$ cat config.mk
export PLATFORM = sky130hd
export DESIGN_NAME = feature_buf_4
export DESIGN_NICKNAME = d
export VERILOG_FILES = /design/src/rtl/feature_buf_4.sv
export SDC_FILE = /design/constraint.sdc
export NUM_CORES = 1
export LEC_CHECK = 0
export ABC_AREA = 1
export CAP_MARGIN = 20
export CORE_MARGIN = 10
export CORE_UTILIZATION = 56
export CTS_BUF_LIST = sky130_fd_sc_hd__clkbuf_4 sky130_fd_sc_hd__clkbuf_8
export CTS_CLUSTER_SIZE = 16
export DETAILED_ROUTE_END_ITERATION = 10
export PLACE_DENSITY = 0.7
export SLEW_MARGIN = 20
export SYNTH_ARGS = -nofsm -noshare
export SYNTH_HDL_FRONTEND = slang
export SYNTH_SLANG_ARGS = --single-unit
$ cat constraint.sdc
create_clock -name clk -period 3.2 [get_ports clk]
set_clock_uncertainty 0.2 [all_clocks]
set_input_delay 0.64 -clock clk [delete_from_list [all_inputs] [get_ports clk]]
set_output_delay 0.64 -clock clk [all_outputs]
set_load 0.005 [all_outputs]
$ cat src/rtl/feature_buf_4.sv
// Frame capture buffer feeding layer 4: collects one frame of pooled samples,
// then serves registered random-access reads until the frame is restarted.
module feature_buf_4 #(
    parameter int DATA_W = 8,
    parameter int DEPTH  = 144,
    parameter int ADDR_W = 8
) (
    input  logic              clk,
    input  logic              rst,
    input  logic              layer_4_begin,
    input  logic [DATA_W-1:0] d_in,
    input  logic              d_in_valid,
    input  logic              rd_en,
    input  logic [ADDR_W-1:0] rd_addr,
    output logic [DATA_W-1:0] rd_data,
    output logic              rd_data_valid,
    output logic [ADDR_W-1:0] sample_count,
    output logic              buf_full,
    output logic              buf_write_complete,
    output logic              overflow
);

    typedef enum logic [1:0] {
        IDLE = 2'd0,
        FILL = 2'd1,
        FULL = 2'd2
    } state_t;

    localparam logic [ADDR_W-1:0] LAST_IDX = ADDR_W'(DEPTH - 1);
    localparam logic [ADDR_W-1:0] DEPTH_A  = ADDR_W'(DEPTH);

    state_t              state_q, state_d;
    logic [ADDR_W-1:0]   sample_count_q, sample_count_d;
    logic                overflow_q, overflow_d;
    logic                write_complete_q, write_complete_d;
    logic [DATA_W-1:0]   rd_data_q, rd_data_d;
    logic                rd_data_valid_q, rd_data_valid_d;
    logic                wr_en;
    logic [DATA_W-1:0]   mem_q [DEPTH];

    // Capture control: a restart always wins over an incoming sample.
    always_comb begin
        // NOTE: every signal gets a default first so no path leaves it unassigned (no latch).
        state_d          = state_q;
        sample_count_d   = sample_count_q;
        overflow_d       = overflow_q;
        write_complete_d = 1'b0;
        wr_en            = 1'b0;
        case (state_q)
            IDLE: begin
                if (layer_4_begin) begin
                    state_d        = FILL;
                    sample_count_d = '0;
                    overflow_d     = 1'b0;
                end
            end
            FILL: begin
                if (layer_4_begin) begin
                    sample_count_d = '0;
                    overflow_d     = 1'b0;
                end else if (d_in_valid) begin
                    wr_en          = 1'b1;
                    sample_count_d = sample_count_q + 1'b1;
                    if (sample_count_q == LAST_IDX) begin
                        state_d          = FULL;
                        write_complete_d = 1'b1;
                    end
                end
            end
            FULL: begin
                if (layer_4_begin) begin
                    state_d        = FILL;
                    sample_count_d = '0;
                    overflow_d     = 1'b0;
                end else if (d_in_valid) begin
                    overflow_d = 1'b1;
                end
            end
            default: state_d = IDLE;
        endcase
    end

    // Reads look at the pre-edge state, so a read alongside a restart still hits the old frame.
    always_comb begin
        rd_data_d       = rd_data_q;
        rd_data_valid_d = 1'b0;
        if (rd_en) begin
            if (state_q == FULL && rd_addr < DEPTH_A) begin
                rd_data_d       = mem_q[rd_addr];
                rd_data_valid_d = 1'b1;
            end else begin
                rd_data_d = '0;
            end
        end
    end

    // NOTE: sequential state uses non-blocking assignments so all flops update from pre-edge values.
    always_ff @(posedge clk) begin
        if (!rst) begin
            state_q          <= IDLE;
            sample_count_q   <= '0;
            overflow_q       <= 1'b0;
            write_complete_q <= 1'b0;
            rd_data_q        <= '0;
            rd_data_valid_q  <= 1'b0;
        end else begin
            state_q          <= state_d;
            sample_count_q   <= sample_count_d;
            overflow_q       <= overflow_d;
            write_complete_q <= write_complete_d;
            rd_data_q        <= rd_data_d;
            rd_data_valid_q  <= rd_data_valid_d;
        end
    end

    // NOTE: the sample array is deliberately not reset; it is only read after a full frame is written.
    always_ff @(posedge clk) begin
        if (rst && wr_en) begin
            mem_q[sample_count_q] <= d_in;
        end
    end

    assign rd_data            = rd_data_q;
    assign rd_data_valid      = rd_data_valid_q;
    assign sample_count       = sample_count_q;
    assign buf_full           = (state_q == FULL);
    assign buf_write_complete = write_complete_q;
    assign overflow           = overflow_q;

endmodule

== Word level (Yosys, flattened, before mapping) ==
Memories as Yosys holds them, arrays and structs flattened.
Cells that the tools add are included.
Word-level totals
  latch bits: 0
  register bits: 21
  bits in read-only memories: 0
  input port bits: 21
  output and inout bits: 20
  memory bits (writable): 1152
  word-level logic and storage cells: 55
  memories: 1
Memories
  mem_q: depth 144, bits a word 8, read ports 1, clocked after memory_dff 0, write ports 1, line 39  | logic [DATA_W-1:0] mem_q [DEPTH];
Operators by class
  $mul: 0
  add/sub/neg operators: 1
  reduce and logical (&&, ||, !) cells: 12
  eq/ne operators: 10
  shift operators: 0
  divide/modulo/power cells: 0
  bitwise gates (word level): 3
  multiplexer cells: 21
  $lt $le $gt $ge: 1
Operator list (number)
  $mux W8: 4
  $pmux W8 S2: 1
  $mux W1: 10
  $add A8 B1 Y8 const B: 1
  $eq A8 B8 Y1 const B: 1
  $lt A8 B8 Y1 const B: 1
  $mux W2: 4
  $ne A2 B2 Y1 const B: 3
  $ne A3 B3 Y1 const B: 2
  $reduce_and A3 Y1: 2
  $ne A2 B1 Y1 const B: 2
  $pmux W2 S2: 1
  $reduce_and A4 Y1: 1
  $reduce_bool A2 Y1: 2
  $reduce_or A2 Y1: 2
  $reduce_or A4 Y1: 1
  $not A1 Y1: 3
  $eq A2 B1 Y1 const B: 1
  $eq A2 B2 Y1 const B: 1
  $logic_and A1 B1 Y1: 2
  $logic_not A2 Y1: 1
  $pmux W1 S2: 1
  $reduce_and A2 Y1: 1

== Logic depth before layout (Yosys ltp) ==
  depth in word-level cells: 6
  depth in mapped cells: 16
  depth with buffers taken out: 13

== Least setup slack after synthesis ==
OpenSTA, ideal clock, no wires.
  path type: input-to-reg
  from: input port d_in_valid
  to: memory mem_q[120][0] (enable)
  data arrival time: 2011 ps
  path buffers: 2
  setup slack: 618 ps
  cell stages on the path: 8
  path through: inv_1 nor2_1 nand2_1 nor2_1 buf_2 nand3_1 clkbuf_1 nor2_1
On the way
  cells in the longest elaborated chain, start to end: 6
Ends and longest elaborated chain
  start: declaration: line 12  | input logic d_in_valid,
  $mux W1: line 61  | end else if (d_in_valid) begin
  $mux W1: line 58  | if (layer_4_begin) begin
  $mux W1: line 49  | case (state_q)
  $logic_and A1 B1 Y1: line 118  | if (rst && wr_en) begin
  $mux W1: line 118
  $mux W1 (implied by the code): line 119  | mem_q[sample_count_q] <= d_in;
  end: declaration: line 39
No other way between the ends.

== Worst setup path in the final report ==
  from: register sample_count_q[3], in the netlist sample_count[3]
  to: output port sample_count[3]
RTL lines
  start: declaration: line 33  | logic [ADDR_W-1:0] sample_count_q, sample_count_d;
  start signal: assignment: line 108  | sample_count_q <= sample_count_d;
  end: declaration: line 17  | output logic [ADDR_W-1:0] sample_count,
No word-level cell between the ends.

==> results.md <==
* Result of the run: finished clean
* Predominant post-synthesis flop cell: edfxtp_1
* Drt total wl at about 130000 microns
* Accumulated negative setup slack at 0 ps
* Share of the yosys chip area belonging to registers at between 70 and 80%
* Count of flip-flops with a built-in enable after synthesis at about 1.2k
* Number of antenna violations at the first check in global routing at 2
* Starting density of the core at 56.5%
* # port buffers at 40
* Critical path startpoint category: flop
* Max-slew violations at 0
* Overall track demand over capacity in global routing at between 20% and 30%
* Synth Register Bits at 1173
* Hold violation total from the final report at 0
* Number of instances resized during post-cts repair at 0
* Horiz. Die Dim at 313 microns
* Largest incremental delay on the critical path at roughly 600 ps
* Clock buffer depth at 3
* Launch point of the worst reg-to-reg path: sample_count[6]$_SDFFE_PN0P_
* Post-cts hold buffer count at 2
* Final cell area excluding filler cells at around 55000 sq um
* Final core utilization at between 60% and 70%
* Largest driver fanout on the critical path at 10
* Logic depth of the worst path, buffers included at 1
* Number of library cell types mapped by synthesis at 35
* Fillers at 6387
* Post-detailed-placement cell area at a little over 50000 sq um
* WP data required at ~2400 ps
* Clock insertion delay at the later pin of the skew report at 840 ps
* Routed via count divided by cell count at between 5 and 6
* Worst setup path endpoint: sample_count[3]
* Synthesized Nets at 4106
* Final critical-path required period at 2880 ps
* Total of warnings raised by yosys at 0
* Max capacitance violation total at 0
* Mean Syn Cell Area at 11.8 sq um
* Cell leakage power at 19.8 nW
* Average routed wire per standard cell at 22.2 microns
* Critical path origin: sample_count[3]$_SDFFE_PN0P_
* Sum of net half-perimeters after detailed placement at 76900 microns
* Layout area overhead at 13.9%
* Die Span Y at 313 microns
* First-pass DRT Iterations at 7
* IR drop worst, VDD at 0.450 mV
* Number of rows in the core area at 107
* CP Buf/Inv Count at 1
* GRT overflow at 0
* DRT iter0 DRCs at 4228
* Count of vias placed by the detailed router at 32.8k
* # setup viols final at 0
* Maximum number of pins on one net before global-route repair at between 100 and 150
* Sinks on the clock net at 1173
* Power density of the placed cells at 561 nW/um^2
* Normalized max-slew margin at between 40% and 50%
* Worst Reg-to-Reg Cells at 8
* Kind of cell adding the most delay to the critical path: flip-flops
* Antenna Nets Post-Route at 0
* Critical path endpoint category: output port
* Via count of the first global-routing pass at about 31k
* Kind of critical path: reg2out
* Arrival time at the worst endpoint at between 2000 and 2500 ps
* Setup Buffers After CTS at 0
* Remaining routing DRC violations at 0
* Share of layout cells above drive strength 1 at between 10% and 20%
* Post-synthesis instance total at 4081
* Net count of the finished layout at 4379
* Tightest Pin Transition at 773 ps
* Wire length of the first global-routing pass at between 150000 and 200000 microns
* TritonCTS clock tree: yes
* Clock-pin slew on the worst setup and hold paths at 60 ps
* Post-synthesis instance area at 48100 sq um
* Post-layout total power at 0.0307 W
* Total die area at 98000 sq um
* End of the worst register-to-register path: mem_q[89][3]$_DFFE_PP_
* Hold_ws at approximately 60 ps
* Clock Tree Root: clkbuf_8
* Upper clock frequency limit at 347 MHz
* Number of buffers added by the clock tree synthesis step at between 150 and 200
* Class of the tightest hold or removal check: in2reg
* Unrepaired setup endpoints after global routing: false
* Critical-path cell with the highest stage delay: dfxtp_1
* Flop-to-flop setup slack at about 420 ps
* CORE AREA at 85100 sq um
* Level count of the clock H-tree at 4
* Top-level I/O count at about 40
* Placer congestion estimate at 0.908
* Worst path cell trace: clkdlybuf4s50_1
* Final critical-path share of the clock period at between 90% and 100%
* Synth async-reset ratio at 0%
[placed cells by master (no fill, tap or decap), drive strengths merged]
master / count
o21ai: 122
o31ai: 1
dfxtp: 21
clkbuf: 250
clkinvlp: 2
clkdlybuf4s50: 27
o311ai: 1
nor2: 278
a21oi: 28
ha: 4
o22ai: 29
buf: 324
o221ai: 23
dlygate4sd3: 2
nand4: 3
a221oi: 1
clkinv: 59
bufinv: 1
inv: 53
xor2: 1
nor3: 7
a2111oi: 1
edfxtp: 1152
nand2: 1275
nand3: 808
o32ai: 1
diode: 2
o211ai: 17
[per-layer routing]
metal  vias up  global-route usage [%]  share of wire (%)
met4         0                    9.29                3.2
met1     15700                    35.3                 40
met2      1848                    39.0                 46
li1      15000                       -                  -
met3       255                    4.76                 10
met5         -                       0                  0
[per-stage QoR]
stage,std cells,setup WS [ps]
detailed placement,5316,70.0
CTS,5635,283
floorplan,4081,618
global placement,5316,11.7
global route,5637,223
finish,5637,315
[worst min path at each step]
stage / slack [ps] / end / startpoint / depth (start not counted)
detailed placement: 320 / rd_data[6]$_SDFFE_PN0P_ / rd_data[6]$_SDFFE_PN0P_ / 2
CTS: 10 / mem_q[44][2]$_DFFE_PP_ / d_in[2] / 1
global route: 30 / mem_q[44][2]$_DFFE_PP_ / d_in[2] / 1
floorplan: 270 / overflow$_SDFFE_PN0P_ / overflow$_SDFFE_PN0P_ / 2
global placement: 320 / rd_data[6]$_SDFFE_PN0P_ / rd_data[6]$_SDFFE_PN0P_ / 2
finish: 60 / mem_q[44][2]$_DFFE_PP_ / d_in[2] / 1
[area by class of cell]
| class | count | area [sq um] | area share, % |
|---|---|---|---|
| multi-input combinational | 2600 | 11300 | 20.7 |
| tap | 1144 | 1430 | 2.61 |
| timing repair buffer | 353 | 3340 | 6.09 |
| antenna | 2 | 5.00 | 0.00914 |
| inverter | 48 | 216 | 0.395 |
| clock buffer | 250 | 3010 | 5.49 |
| clock inverter | 67 | 420 | 0.767 |
| sequential | 1173 | 35000 | 63.9 |
[synth_stat cells (23+ instances only)]
cell         n  share of area [%]
buf_4       40               0.62
o21ai_0    107                1.1
inv_1       40               0.31
nor2_1     277                2.2
clkbuf_1    50               0.39
nand2_1   1265                9.9
buf_2      111                1.2
buf_6       37               0.87
o221ai_1    23               0.42
nand3_1    808                8.4
o22ai_1     29               0.38
edfxtp_1  1152                 72
[logic make-up after synthesis]
group	after synthesis	synth area share [%]
DFF	1173	72.8
adders and majority gates	4	0.104
xor gates and xnor gates	1	0.0182
buffers and inverters	308	3.63
and+or+nand+nor	2371	20.7
AOI/OAI and AO/OA	224	2.77
[sequential cells by signal (all words and copies together) (netlist names)]
| name | flops |
|---|---|
| buf_write_complete | 1 |
| sample_count | 8 |
| state_q | 2 |
| mem_q | 1152 |
| overflow | 1 |
| rd_data_valid | 1 |
| rd_data | 8 |
[power breakdown]
group | total, W | internal (W) | switching (W)
Clock | 0.0119 | 0.00620 | 0.00574
Sequential | 0.0169 | 0.0169 | 0.00000427
Combinational | 0.00193 | 0.000540 | 0.00139
Total | 0.0307 | 0.0236 | 0.00713
Note: power is estimated with default switching activity, not from simulation.
